## src/rtl/ui_pkg.sv

```systemverilog
// -----------------------------------------------------------------------------
// ui_pkg
// Shared constants and types for the host-to-peripheral TX dispatch path.
//   NUM_PERIPH / ADDR_WIDTH  : peripheral FIFO count and address width
//   DATA_WIDTH / LEN_WIDTH   : stream word width and header length-field width
//   HDR_*                    : header field bit positions
//   tx_disp_state_t          : dispatcher FSM state encoding
// -----------------------------------------------------------------------------
package ui_pkg;

   localparam int NUM_PERIPH = 8;
   localparam int ADDR_WIDTH = $clog2(NUM_PERIPH);
   localparam int DATA_WIDTH = 32;
   localparam int LEN_WIDTH  = 8;

   // Peripheral address sits in the top bits, payload length in the bottom bits.
   localparam int HDR_ADDR_MSB = DATA_WIDTH - 1;
   localparam int HDR_ADDR_LSB = DATA_WIDTH - ADDR_WIDTH;
   localparam int HDR_LEN_MSB  = LEN_WIDTH - 1;
   localparam int HDR_LEN_LSB  = 0;

   typedef enum logic [1:0] {
      TX_IDLE    = 2'd0,
      TX_FORWARD = 2'd1,
      TX_DISCARD = 2'd2
   } tx_disp_state_t;

   function automatic logic [NUM_PERIPH-1:0] periph_onehot(input logic [ADDR_WIDTH-1:0] addr);
      periph_onehot       = '0;
      periph_onehot[addr] = 1'b1;
   endfunction

endpackage

```

## src/rtl/tx_dispatcher_if.sv

```systemverilog
// -----------------------------------------------------------------------------
// tx_dispatcher_if
// Stream input and TX FIFO write bus of the dispatcher.
//   in_data / in_valid / in_ready : FT601 read-side word stream
//   tx_fifo_almost_full           : per-FIFO "at most one free entry" flags
//   tx_fifo_wr_en / tx_fifo_din   : one-hot write strobe and shared write data
// master = host/stream side, slave = dispatcher.
// -----------------------------------------------------------------------------
interface tx_dispatcher_if;
   import ui_pkg::*;

   logic [DATA_WIDTH-1:0] in_data;
   logic                  in_valid;
   logic                  in_ready;
   logic [NUM_PERIPH-1:0] tx_fifo_almost_full;
   logic [NUM_PERIPH-1:0] tx_fifo_wr_en;
   logic [DATA_WIDTH-1:0] tx_fifo_din;

   modport master (
      output in_data, in_valid, tx_fifo_almost_full,
      input  in_ready, tx_fifo_wr_en, tx_fifo_din
   );

   modport slave (
      input  in_data, in_valid, tx_fifo_almost_full,
      output in_ready, tx_fifo_wr_en, tx_fifo_din
   );

endinterface

```

## src/rtl/tx_hdr_decode.sv

```systemverilog
// -----------------------------------------------------------------------------
// tx_hdr_decode
// Combinational header field extraction plus peripheral enable lookup.
//   hdr           in  : candidate header word
//   periph_enable in  : per-peripheral enable mask
//   hdr_addr      out : peripheral address field
//   hdr_len       out : payload length field
//   hdr_enabled   out : enable bit of the addressed peripheral
// -----------------------------------------------------------------------------
module tx_hdr_decode
   import ui_pkg::*;
(
   input  logic [DATA_WIDTH-1:0] hdr,
   input  logic [NUM_PERIPH-1:0] periph_enable,
   output logic [ADDR_WIDTH-1:0] hdr_addr,
   output logic [LEN_WIDTH-1:0]  hdr_len,
   output logic                  hdr_enabled
);

   // Bits between the address and length fields carry no meaning.
   logic unused_hdr_bits;

   assign hdr_addr        = hdr[HDR_ADDR_MSB:HDR_ADDR_LSB];
   assign hdr_len         = hdr[HDR_LEN_MSB:HDR_LEN_LSB];
   assign hdr_enabled     = periph_enable[hdr_addr];
   assign unused_hdr_bits = ^hdr[HDR_ADDR_LSB-1:HDR_LEN_MSB+1];

endmodule

```

## src/rtl/tx_dispatcher.sv

```systemverilog
// -----------------------------------------------------------------------------
// tx_dispatcher
// Routes header+payload packets from the FT601 word stream into one of
// NUM_PERIPH TX FIFOs, backpressuring on the addressed FIFO's almost_full,
// and drains/counts packets aimed at disabled peripherals.
//   clk, rst      : clock, synchronous active-high reset
//   bus (slave)   : stream in + FIFO write bus (wr_en/din registered)
//   periph_enable : enable mask, sampled at header accept only
//   busy          : high whenever not IDLE
//   drop_count    : saturating count of discarded packets
// -----------------------------------------------------------------------------
module tx_dispatcher
   import ui_pkg::*;
#(
   parameter int DROP_CNT_WIDTH = 16
) (
   input  logic                      clk,
   input  logic                      rst,
   tx_dispatcher_if.slave            bus,
   input  logic [NUM_PERIPH-1:0]     periph_enable,
   output logic                      busy,
   output logic [DROP_CNT_WIDTH-1:0] drop_count
);

   localparam logic [1:0] IDLE    = TX_IDLE;
   localparam logic [1:0] FORWARD = TX_FORWARD;
   localparam logic [1:0] DISCARD = TX_DISCARD;

   logic [1:0]                state_q;
   logic [ADDR_WIDTH-1:0]     addr_q;
   logic [LEN_WIDTH-1:0]      remaining_q;
   logic [NUM_PERIPH-1:0]     wr_en_q;
   logic [DATA_WIDTH-1:0]     din_q;
   logic [DROP_CNT_WIDTH-1:0] drop_q;

   logic [ADDR_WIDTH-1:0]     hdr_addr;
   logic [LEN_WIDTH-1:0]      hdr_len;
   logic                      hdr_enabled;
   logic                      in_ready;
   logic                      accept;
   logic                      last_word;

   tx_hdr_decode u_hdr_decode (
      .hdr           (bus.in_data),
      .periph_enable (periph_enable),
      .hdr_addr      (hdr_addr),
      .hdr_len       (hdr_len),
      .hdr_enabled   (hdr_enabled)
   );

   // Only a forwarded payload can be stalled; headers and drained words always flow.
   always_comb begin
      // NOTE: assign a default before any condition so the block never infers a latch.
      in_ready = 1'b1;
      if (state_q == FORWARD) begin
         in_ready = ~bus.tx_fifo_almost_full[addr_q];
      end
   end

   assign accept    = bus.in_valid & in_ready;
   assign last_word = (remaining_q == LEN_WIDTH'(1));

   always_ff @(posedge clk) begin
      if (rst) begin
         state_q     <= IDLE;
         addr_q      <= '0;
         remaining_q <= '0;
         wr_en_q     <= '0;
         din_q       <= '0;
         drop_q      <= '0;
      end else begin
         // NOTE: non-blocking assignments so every register samples pre-edge values.
         wr_en_q <= '0;
         case (state_q)
            IDLE: begin
               if (accept) begin
                  addr_q      <= hdr_addr;
                  remaining_q <= hdr_len;
                  // Zero-length headers are consumed silently.
                  if (hdr_len != '0) begin
                     if (hdr_enabled) begin
                        state_q <= FORWARD;
                     end else begin
                        state_q <= DISCARD;
                        if (~&drop_q) begin
                           drop_q <= drop_q + DROP_CNT_WIDTH'(1);
                        end
                     end
                  end
               end
            end
            FORWARD: begin
               if (accept) begin
                  wr_en_q     <= periph_onehot(addr_q);
                  din_q       <= bus.in_data;
                  remaining_q <= remaining_q - LEN_WIDTH'(1);
                  if (last_word) begin
                     state_q <= IDLE;
                  end
               end
            end
            DISCARD: begin
               if (accept) begin
                  remaining_q <= remaining_q - LEN_WIDTH'(1);
                  if (last_word) begin
                     state_q <= IDLE;
                  end
               end
            end
            default: state_q <= IDLE;
         endcase
      end
   end

   assign bus.in_ready      = in_ready;
   assign bus.tx_fifo_wr_en = wr_en_q;
   assign bus.tx_fifo_din   = din_q;
   assign busy              = (state_q != IDLE);
   assign drop_count        = drop_q;

endmodule

```

## src/flat_wrapper.sv

```systemverilog
// flat-port wrapper written by rule: the top's interface ports become plain ports
module tx_dispatcher_flat import ui_pkg::*;
#(
   parameter int DROP_CNT_WIDTH = 16
)
  (clk, rst, periph_enable, busy, drop_count, bus_in_data, bus_in_valid, bus_tx_fifo_almost_full, bus_in_ready, bus_tx_fifo_wr_en, bus_tx_fifo_din);
  tx_dispatcher_if bus_i ();
  input  logic clk;
  input  logic rst;
  input  logic [NUM_PERIPH-1:0] periph_enable;
  output logic busy;
  output logic [DROP_CNT_WIDTH-1:0] drop_count;
  input wire logic [$bits(bus_i.in_data)-1:0] bus_in_data;
  input wire logic [$bits(bus_i.in_valid)-1:0] bus_in_valid;
  input wire logic [$bits(bus_i.tx_fifo_almost_full)-1:0] bus_tx_fifo_almost_full;
  output wire logic [$bits(bus_i.in_ready)-1:0] bus_in_ready;
  output wire logic [$bits(bus_i.tx_fifo_wr_en)-1:0] bus_tx_fifo_wr_en;
  output wire logic [$bits(bus_i.tx_fifo_din)-1:0] bus_tx_fifo_din;
  assign bus_i.in_data = bus_in_data;
  assign bus_i.in_valid = bus_in_valid;
  assign bus_i.tx_fifo_almost_full = bus_tx_fifo_almost_full;
  assign bus_in_ready = bus_i.in_ready;
  assign bus_tx_fifo_wr_en = bus_i.tx_fifo_wr_en;
  assign bus_tx_fifo_din = bus_i.tx_fifo_din;
  tx_dispatcher #(.DROP_CNT_WIDTH(DROP_CNT_WIDTH)) u_core (.clk(clk), .rst(rst), .bus(bus_i), .periph_enable(periph_enable), .busy(busy), .drop_count(drop_count));
endmodule
```

## config.mk

```make
export PLATFORM = sky130hd
export DESIGN_NAME = tx_dispatcher_flat
export DESIGN_NICKNAME = d
export VERILOG_FILES = /design/src/rtl/ui_pkg.sv /design/src/rtl/tx_dispatcher_if.sv /design/src/rtl/tx_hdr_decode.sv /design/src/rtl/tx_dispatcher.sv /design/src/flat_wrapper.sv
export SDC_FILE = /design/constraint.sdc
export NUM_CORES = 1
export LEC_CHECK = 0
export CELL_PAD_IN_SITES_DETAIL_PLACEMENT = 0
export CELL_PAD_IN_SITES_GLOBAL_PLACEMENT = 1
export CORE_ASPECT_RATIO = 0.7
export CORE_MARGIN = 2
export CORE_UTILIZATION = 29
export DETAILED_ROUTE_END_ITERATION = 10
export HOLD_SLACK_MARGIN = 0.06
export PLACE_DENSITY = 0.82
export SETUP_SLACK_MARGIN = 0.05
export SLEW_MARGIN = 15
export SYNTH_ARGS = -nofsm -noshare
export SYNTH_HDL_FRONTEND = slang
export SYNTH_SLANG_ARGS = --single-unit
```

## constraint.sdc

```tcl
create_clock -name clk -period 2.25 [get_ports clk]
set_clock_uncertainty 0.05 [all_clocks]
set_input_delay 0.225 -clock clk [delete_from_list [all_inputs] [get_ports clk]]
set_output_delay 0.225 -clock clk [all_outputs]
set_load 0.1 [all_outputs]
```

* Word-level counts from Yosys, hierarchy flattened
Index checks and enable logic that the tools add are counted.
** Word-level totals
- Output and inout port bits :: 58
- Word-level logic and storage cells :: 53
- Bits in registers :: 69
- Input port bits :: 51
** Operators by class
- Reduce and logical (&&, ||, !) cells :: 13
- Eq/ne operators :: 7
- Magnitude comparators :: 3
- Bitwise operators :: 6
- Add/sub/neg operators :: 2
- Multiplexer cells :: 16
** Operators by type and width (number)
- adder 16 x 1 -> 16 bit (second input constant) :: 1
- two-way mux 8 bit :: 2
- one-hot mux 8 bit (2 select lines) :: 1
- AND reduction 16 bit :: 1
- two-way mux 2 bit :: 5
- == test 8 x 1 -> 1 bit (second input constant) :: 1
- < comparator 3 x 4 -> 1 bit (second input constant) :: 2
- inequality test 2 x 1 -> 1 bit (second input constant) :: 4
- nonzero test 8 bit :: 1
- subtractor 8 x 1 -> 8 bit (second input constant) :: 1
- binary-select mux 1 bit (select 3 bit) :: 2
- inverter 1 bit :: 5
- AND reduction 5 bit :: 1
- two-way mux 1 bit :: 4
- one-hot mux 2 bit (2 select lines) :: 1
- AND reduction 2 bit :: 2
- AND reduction 4 bit :: 1
- nonzero test 2 bit :: 2
- demux 1 bit (select 3 bit) :: 1
- >= comparator 3 x 1 -> 1 bit (second input constant) :: 1
- AND reduction 3 bit :: 1
- OR reduction 3 bit :: 1
- == test 2 x 1 -> 1 bit (second input constant) :: 1
- == test 2 bit (second input constant) :: 1
- other kinds (4) :: 4

* Depth between registers and ports, before layout
Gate-level depths: netlist of run 1.
- Depth after elaboration :: 7
- Depth in mapped cells :: 9
- Depth with buffers taken out :: 8

* By module
Synthesis of run 1 repeated with hierarchy kept, for this count alone.
** Unflattened totals
- Cell total of the unflattened synthesis :: 379
- Area total of the unflattened synthesis :: 3166.8 µm²
** By module, submodules not included
- tx_dispatcher :: times used 1, cells an instance 365, area each 3020.4 µm²
- tx_hdr_decode :: times used 1, cells an instance 14, area each 146.4 µm²

* Least setup slack after synthesis of run 1
Ideal clock, no wire load.
- Kind :: register -> register
- Start :: register u_core.addr_q[0]
- End :: register u_core.state_q[0]
- Library setup time :: 87 ps
- Arrival time :: 2877 ps
- Period minus slack after synthesis :: 3014 ps
- Path slack :: -764 ps
- Path buffers :: 1
- Cell stages (with the launch flop) :: 8
- Cell sequence :: dfxtp_1 buf_2 mux2i_1 o311ai_0 o21ai_2 a31oi_1 or4b_2 o31ai_1
** Between the ends
- Longest elaborated chain between the ends :: 7
** Ends and longest elaborated chain
- from (decl) :: line tx_dispatcher.sv:30 : logic [ADDR_WIDTH-1:0] addr_q;
- from (signal assigned) :: line tx_dispatcher.sv:77 : addr_q <= hdr_addr;
- binary-select mux 1 bit (select 3 bit) (*) :: line tx_dispatcher.sv:56 : in_ready = ~bus.tx_fifo_almost_full[addr_q];
- two-way mux 1 bit (not written as such) (*) :: line tx_dispatcher.sv:56
- inverter 1 bit (*) :: line tx_dispatcher.sv:56
- two-way mux 1 bit (*) :: line tx_dispatcher.sv:55 : if (state_q == FORWARD) begin
- named net bus_in_ready :: line flat_wrapper.sv:16 : output wire logic [$bits(bus_i.in_ready)-1:0] bus_in_ready;
- bitwise AND 1 bit (*) :: line tx_dispatcher.sv:60 : assign accept = bus.in_valid & in_ready;
- inequality test 2 x 1 -> 1 bit (no line)
- AND reduction 4 bit (no line) (*)
- to (signal assigned) :: line tx_dispatcher.sv:65 : state_q <= IDLE;
- to (signal assigned) :: line tx_dispatcher.sv:82 : state_q <= FORWARD;
- to (signal assigned) :: line tx_dispatcher.sv:84 : state_q <= DISCARD;
- to (decl) :: line tx_dispatcher.sv:29 : logic [1:0] state_q;
Mark *: on every way through the listed nets, which the timed path passes. The rest lies on a longest branch. The select of a mux whose other input is x is not followed.
A chain may end at the register's enable or synchronous reset.

* Worst setup path in the final report of run 1
- Start :: register u_core.addr_q[1]
- End :: register u_core.drop_q[14], in the netlist u_core.drop_count[14]
** Between the ends
- Longest elaborated chain between the ends :: 6
** Ends and longest elaborated chain
- binary-select mux 1 bit (select 3 bit) :: line tx_dispatcher.sv:56
- two-way mux 1 bit (not written as such) :: line tx_dispatcher.sv:56
- inverter 1 bit :: line tx_dispatcher.sv:56
- two-way mux 1 bit :: line tx_dispatcher.sv:55
- bitwise AND 1 bit :: line tx_dispatcher.sv:60
- AND reduction 5 bit (no line)
- to (signal assigned) :: line tx_dispatcher.sv:86 : drop_q <= drop_q + DROP_CNT_WIDTH'(1);
- to (decl) :: line tx_dispatcher.sv:34 : logic [DROP_CNT_WIDTH-1:0] drop_q;
No other way between the ends. The select of a mux whose other input is x is not followed.

==> results.toml, run 1 <==
[timing]
finalCritPeriodShare_pct = 96.3
hold_viol = 0
fmax_mhz = 461
slew_headroom_pct = 68.6
setup_viol = 0
tightest_slew_ps = 470
rsz0062_at_grt = "yes"
slew_viol_final = 0
tns_ps = 0
period_needed_ps = 2170
whs_ps = 198

[route]
met3WireLength_um = 531
via_per_inst = 4.84
top_layer = "met4"
dr.pass1.iters = 4
wl_met1_um = 4350
drcViolationCount = 0
routed_wl_um = 9220
final_antenna_net_count = 0
drtIter0Drc = 177
num_vias = 3153
post_drt_wl_per_cell_um = 14.2
wl_met2_um = 4210

[global_route]
track_usage_pct = 16.4
grt_pass1_vias = 3112
grt_first_pass_wirelength_um = 15200
gr-total-overflow = 0
grt_max_degree = 33
antenna_found_initial = 0

[clock_tree]
clkTransAtPathRegs_ps = 60
cts_tree = "yes"
cts_hold_buffers = 0
cts_max_level = 3
cts.path.max_buffers = 2
cts.sinks = 69
cts_made_buffers = 9
cts_root_buffer = "clkbuf_16"
clock_latency_ps = 330

[floorplan]
die_h_um = 89.9
initial_core_util_pct = 29.6
fp.dieW_um = 127
core_um2 = 10300
num_rows = 31
die-area_um2 = 11400
boundaryPins = 109

[synth]
syn_avg_cell_area_um2 = 8.21
netlist_area_um2 = 3050
seq_area_frac_synth_pct = 45.2
ys_warn_count = 0
syn-num-nets = 429
synth_cell_types = 42
netlist_instances = 372
synth-seq-cells = 69

[worst_setup_path]
crit_path_max_incr_delay_ps = 500
crit_path_end_kind = "flop"
crit_type = "reg -> reg"
cp.required_ps = 2470
worstSetupStartpoint = "u_core.addr_q[1]"
slowest_stage = "or4_4"
crit_fanout = 6
cp_top_family = "simple AND/OR/NAND/NOR gates"
crit_chain = "buf_6 -> mux2i_4 -> o32ai_4 -> o21ai_4 -> buf_6 -> nand2_4 -> buf_6 -> or4_4 -> a21oi_2"
worst-r2r-setup-slack_ps = 80
start_kind = "flop"
critPathBufInv = 3
crit_top_cell = "buf_6"
cp.arrival_ps = 2390
r2r-start = "u_core.addr_q[1]"

[hold_path]
worstHoldStart = "bus_in_data[30]"
min_path_type = "in -> reg"

[pwr]
ir_worst_vdd_v = 0.000410
seq_power_share_pct = 30.6
p_switching_mw = 1.81
switching_share_pct = 38.0
p_leak_nw = 1.99
clockPowerShare_pct = 29.3
power_mw = 4.77
p_int_mw = 2.96
power_frac_comb_pct = 40.1
powerDensity_nw_per_um2 = 982

[run]
maxCapViolations = 0

[finish]
fin_util_pct = 47.0
fin_nets = 571
antennaDiodeCount = 0
drive_gt1_share_pct = 32.9
synthToLayoutAreaGrowth_pct = 58.9
nFillCells = 964
final_cell_mix = "buf_4 (92), nand2_1 (76), dfxtp_1 (52)"
mostFrequentLayoutCell = "buf_4"

[placement]
io_buffers = 108
hpwl_um = 6570
place_congestion = 0.826

[status]
outcome = "finished, final reports clean"
==> per-layer routing <==
metal / vias to the layer above / global-route usage (%)
met5: - / 0
met4: 0 / 4.67
met3: 9 / 5.77
met2: 81 / 26.1
met1: 1497 / 21.2
li1: 1566 / -
==> stage by stage <==
stage / setup WS [ps] / instances / instance area, um^2
2_1_floorplan: -218 / 372 / 3150
3_5_place_dp: -760 / 627 / 4450
4_1_cts: 52.6 / 645 / 4770
6_report: 82.6 / 651 / 4850
3_3_place_gp: -692 / 627 / 4450
5_1_grt: 30.8 / 651 / 4850
==> registers in the layout (all words and copies together) (netlist names) <==
signal,count
u_core.remaining_q,8
u_core.drop_count,16
u_core.addr_q,3
u_core.bus.tx_fifo_wr_en,8
u_core.state_q,2
u_core.bus.tx_fifo_din,32
==> cell type report <==
type	instances	area, um^2	share of cell area [%]
inverters	12	48.8	1.01
flip-flops and latches	69	1410	29.0
clock inverters	5	50.0	1.03
clock buffers	11	243	5.00
repair buffers	150	1260	26.0
well taps	132	165	3.40
multi-input cells	272	1680	34.6
==> power groups by stage <==
stage          Clock [mW]  Sequential [mW]  Combinational, mW
2_1_floorplan           0             1.76              0.952
3_3_place_gp            0             1.47               1.79
3_5_place_dp            0             1.47               1.80
4_1_cts              1.43             1.45               1.84
5_1_grt              1.49             1.48               2.07
6_report             1.40             1.46               1.91
==> logic make-up after synthesis <==
family | share of synthesized area, %
compound gates | 13.7
fa+ha+maj | 2.46
simple gates | 25.7
flops | 45.2
xor+xnor | 1.72
buf+inv | 4.14
mux | 7.01
==> worst paths after layout <==
kind | end | depth (start not counted)
setup / recovery | u_core.drop_count[14] | 9
hold / removal | u_core.addr_q[1] | 4
setup reg to reg | u_core.drop_count[14] | 9
hold reg to reg | u_core.bus.tx_fifo_din[23] | 2
==> synthesized netlist by cell type, drive strengths merged <==
cell type	count	area share [%]
o21a	1	0.25
nand2b	3	0.61
nor4	6	1.2
nand4	6	1.2
nand3b	1	0.25
a21o	1	0.25
nor4b	1	0.78
o2bb2ai	2	0.57
clkbuf	16	2.0
and3	3	0.61
ha	6	2.5
o21ai	8	1.4
o221ai	1	0.29
a31oi	3	0.61
or3	4	0.82
nor2	38	4.7
nand3	16	2.6
o31ai	6	1.5
a311oi	1	0.29
mux2	6	2.3
nor2b	3	0.61
xor2	6	1.7
nor3	5	0.82
mux4	2	1.7
a2bb2oi	1	0.29
nand2	77	9.5
o311ai	1	0.29
or4	3	0.78
mux2i	9	2.9
or2	1	0.20
a21oi	47	7.7
buf	3	0.70
o32ai	1	0.29
and4	1	0.29
or4b	2	0.66
inv	12	1.5
dfxtp	69	45
==> what timing repair did <==
action,CTS,global route
pin swaps,4,7
endpoints found under the hold margin,0,0
resized for setup,21,34
endpoints found under the setup margin,19,7
buffers inserted,2,7
==> tightest hold or removal path: stages <==
cell and delay (ps):
buf_6 90, buf_4 90, mux2i_1 50, nor2_1 80
(Power assumes the default switching activity.)
==> inputs of run 2 (changes only) <==
Settings changed: CORE_MARGIN 2 to unset, MAX_ROUTING_LAYER set to met4.
==> results.toml, run 2 (synthesis results as in run 1) <==
[status]
outcome = "finished, final reports clean"

[placement]
io_buffers = 108
dp.cells = 623
placed_area_um2 = 4440
place_congestion = 0.828
hpwl_um = 6520

[route]
final_antenna_net_count = 0
via_per_inst = 4.91
post_drt_wl_per_cell_um = 14.2
routed_wl_um = 9180
drtIter0Drc = 129
num_vias = 3183
drcViolationCount = 0
dr.pass1.iters = 4

[timing]
slew_viol_final = 0
slew_headroom_pct = 65.3
hold_viol = 0
period_needed_ps = 2170
fmax_mhz = 461
tightest_slew_ps = 519
rsz0062_at_grt = "yes"
setup_viol = 0
finalCritPeriodShare_pct = 96.3

[worst_setup_path]
critPathBufInv = 2
cp.required_ps = 2410
crit_top_cell = "mux2_4"
start_kind = "input port"
crit_path_max_incr_delay_ps = 430
cp.arrival_ps = 2330
slowest_stage = "mux4_2"
crit_fanout = 3
crit_chain = "clkdlybuf4s15_1 -> mux4_2 -> mux2_4 -> nor4b_4 -> nand2_2 -> buf_6 -> nor4_4 -> mux2_4"
crit_type = "in -> reg"
crit_path_end_kind = "flop"
cp_top_family = "multiplexers"

[finish]
fin_area_um2 = 4890
drive_gt1_share_pct = 33.1
final-instance-count-excl-fill = 648
mostFrequentLayoutCell = "buf_4"
largest_reg_flops = 32
antennaDiodeCount = 0
synthToLayoutAreaGrowth_pct = 60.0
fin_nets = 572
final_cell_mix = "buf_4 (94), nand2_1 (76), dfxtp_1 (54)"

[global_route]
grt_max_degree = 33
grt_first_pass_wirelength_um = 14500
antenna_found_initial = 0
track_usage_pct = 17.3
grt_pass1_vias = 2965
gr-total-overflow = 0

[floorplan]
die_h_um = 87.9
initial_core_util_pct = 30.7
boundaryPins = 109
fp.dieW_um = 125
num_rows = 30
die-area_um2 = 11000
core_um2 = 9950

[clock_tree]
cts_root_buffer = "clkbuf_16"
clock_latency_ps = 330
cts_hold_buffers = 0
cts_max_level = 3
cts_tree = "yes"
cts_made_buffers = 9
clkTransAtPathRegs_ps = 60
cts.path.max_buffers = 2
cts.sinks = 69

[pwr]
powerDensity_nw_per_um2 = 986
ir_worst_vdd_v = 0.000472
p_leak_nw = 2.03

[run]
maxCapViolations = 0

[hold_path]
min_path_type = "in -> reg"
run 2: changes by cell type in the layout (fill, tap and decap cells not counted), moves of 2 or more:
| cell | previous run | this run |
|---|---|---|
| mux2_4 | 3 | 5 |
| nor4_2 | 3 | 0 |
| clkinv_4 | 0 | 2 |
| clkinv_2 | 4 | 1 |
| buf_4 | 92 | 94 |
| nor4_4 | 0 | 3 |
| dfxtp_1 | 52 | 54 |
| mux2_2 | 3 | 1 |
run 2: layer usage:
metal / up-vias / wire length, um / share of wire [%] / global-route usage, %
met5: - / 0 / 0 / -
met4: 0 / 110 / 1.2 / 6.35
met3: 11 / 573 / 6.2 / 4.15
met2: 104 / 4220 / 46 / 26.6
met1: 1498 / 4280 / 47 / 22.3
li1: 1570 / - / - / -
run 2: path summary, 6_finish.rpt:
kind                                                  from                          to  slack, ps  cells past startpoint
worst max-delay path                      periph_enable[3]       u_core.drop_count[11]         80                      8
worst min-delay path                       bus_in_data[30]            u_core.addr_q[1]        140                      3
worst max register to register            u_core.addr_q[2]       u_core.drop_count[11]        130                      8
worst min register to register  u_core.bus.tx_fifo_din[31]  u_core.bus.tx_fifo_din[31]        400                      2
run 2: final cells by class:
type / count / area (um^2)
fillers: 948 / 5060
inverters: 12 / 48.8
multi-input cells: 272 / 1710
well taps: 128 / 160
repair buffers: 151 / 1270
clock inverters: 5 / 60.1
flip-flops and latches: 69 / 1400
clock buffers: 11 / 243
run 2: repair_timing:
item / in CTS / in global routing
setup buffers: 4 / 6
pin swaps: 5 / 8
resized for setup: 33 / 23
setup endpoints to repair: 19 / 13
run 2: through the flow:
| stage | setup TNS [ps] | worst slack [ps] | util, % | total power [mW] | hold slack, ps |
|---|---|---|---|---|---|
| after floorplan | -1950 | -218 | - | 2.71 | 311 |
| after detailed placement | -12930 | -728 | 44.7 | 3.30 | 398 |
| after global placement | -9890 | -706 | 44.7 | 3.28 | 393 |
| after CTS | 0 | 50.1 | 48.6 | 4.79 | 183 |
| final | 0 | 83.1 | 49.1 | 4.82 | 135 |
| after global routing | 0 | 29.6 | 49.1 | 5.05 | 146 |
run 2: power breakdown:
| group | internal (mW) | total, mW | switching (mW) |
|---|---|---|---|
| Combinational | 0.747 | 1.95 | 1.20 |
| Clock | 0.890 | 1.42 | 0.530 |
| Sequential | 1.35 | 1.45 | 0.0997 |
run 2: worst register-to-register path, cell delays in order (launching register included):
cell	delay, ps
dfxtp_1	330
buf_4	150
mux2i_2	240
o32ai_2	140
o21ai_4	210
nand2_2	130
buf_6	160
nor4_4	280
mux2_4	320
==> RTL edit, RTL diff (flow settings as in run 2) <==
Make the reset (`rst`) asynchronous in one clocked block. Comments in the files are not updated.
--- a/src/rtl/tx_dispatcher.sv
+++ b/src/rtl/tx_dispatcher.sv
@@ -60,7 +60,7 @@
    assign accept    = bus.in_valid & in_ready;
    assign last_word = (remaining_q == LEN_WIDTH'(1));
 
-   always_ff @(posedge clk) begin
+   always_ff @(posedge clk or posedge rst) begin
       if (rst) begin
          state_q     <= IDLE;
          addr_q      <= '0;
Function: differs if rst is asserted again (counterexample within 4 cycles, from zero or initial values and one cycle with rst high); with rst held inactive, the same outputs for 4 cycles.
==> RTL edit against run 2 <==
Count of clock-buffer cells in the layout grew 2; global-route usage shrank 3.0 points; wire length decreased by 16%; first-iteration DRC count down 22%; synthesized area up 4.2%; worst setup slack improved by 0.050 ns; cell count decreased by 15%; sequential share of layout area up 7.5 points; final area down 1.4%; sequential cell count is the same.
Power is left out: the tool's default activity adds up to more than one toggle a clock period on the data nets, which glitch-free logic cannot reach.
==> RTL edit: results (changes against run 2) <==
qor: synth.synth_xor_area_share 4.13% [+2.4 points]
qor: route.wl_met3 381 um [-34%]
qor: synth.synth.area.top_cells sky130_fd_sc_hd__dfrtp_1 (54%), sky130_fd_sc_hd__mux2_2 (13%), sky130_fd_sc_hd__xnor2_1 (3.9%), sky130_fd_sc_hd__ha_1 (2.4%), sky130_fd_sc_hd__nand2_1 (2.1%)
qor: worst_setup_path.reg2reg_from u_core.addr_q[1]
qor: route.detail_route.iter0.violations 100 [-22%]
qor: synth.fraction_of_the_mapped_netlist_area_in_compound_gates 6.72% [-7.0 points]
qor: grt.groute.usage.overall 14.4% [-3.0 points]
qor: finish.final_layout_size_suffix_gt1_share 40.5% [+7.4 points]
qor: place.dp_hpwl 5690 um [-13%]
qor: timing.tightest_slew 0.545 ns [+0.0263 ns]
qor: status.run_status finished, final reports clean
qor: place.place_area 4520 um^2 [+1.7%]
qor: worst_setup_path.cp.arrival 1.84 ns [-0.49 ns]
qor: place.gp_routability_congestion 0.762 [-8.0%]
qor: worst_setup_path.endpoint bus_in_ready
qor: grt.grtUsageMet3 4.44% [+0.29 points]
qor: synth.post_synth_inst_count 266 [-28%]
qor: place.place_worst_setup_slack -0.584 ns [+0.145 ns]
qor: route.met2_wirelength 3500 um [-17%]
qor: grt.grt.met1_usage 18.5% [-3.8 points]
qor: synth.synthDistinctLibCells 40 [-4.8%]
qor: place.place_inst 535 [-14%]
qor: finish.design.final.nets 457 [-20%]
qor: worst_setup_path.critical_path.top_delay_family flip-flops
qor: synth.adder_cell_fraction_of_synth_area 2.36% [-0.10 points]
qor: synth.synth.cells.most_frequent sky130_fd_sc_hd__dfrtp_1 (69), sky130_fd_sc_hd__mux2_2 (37), sky130_fd_sc_hd__nand2_1 (18)
qor: synth.async_reset_ff_share 100% [+100 points]
qor: worst_setup_path.flop2flop_setup_slack 0.18 ns [+0.05 ns]
qor: grt.via_count_of_the_first_global_routing_pass 2476 [-16%]
qor: grt.grt_first_pass_wirelength 12200 um [-16%]
qor: worst_setup_path.library_cell_contributing_the_largest_single_delay_on_the_critical_path sky130_fd_sc_hd__dfrtp_1
qor: route.route.final.wire_length 7720 um [-16%]
qor: route.route.layer.met1.wl 3750 um [-12%]
RTL edit: cell count changes in the layout (fill, tap and decap cells not counted), moves of 15 or more:
| cell | delta |
|---|---|
| sky130_fd_sc_hd__mux2_2 | +33 |
| sky130_fd_sc_hd__a21oi_1 | -39 |
| sky130_fd_sc_hd__nand2_1 | -58 |
| sky130_fd_sc_hd__dfxtp_2 | -15 |
| sky130_fd_sc_hd__dfrtp_1 | +55 |
| sky130_fd_sc_hd__dfxtp_1 | -54 |
| sky130_fd_sc_hd__nor2_1 | -23 |
RTL edit: cell type report:
cell class / instances / area (um^2)
fillers: 983 / 5690
flip-flops and latches: 69 / 1740
multi-input cells: 175 / 1390
repair buffers: 136 / 1190
clock buffers: 13 / 260
well taps: 148 / 185
inverters: 9 / 33.8
clock inverters: 3 / 20.0
RTL edit: timing repair:
| action | CTS | global route |
|---|---|---|
| gates cloned | 0 | 1 |
| pin swaps | 1 | 4 |
| setup buffers | 0 | 1 |
| resized for setup | 5 | 5 |
| setup endpoints to repair | 16 | 43 |
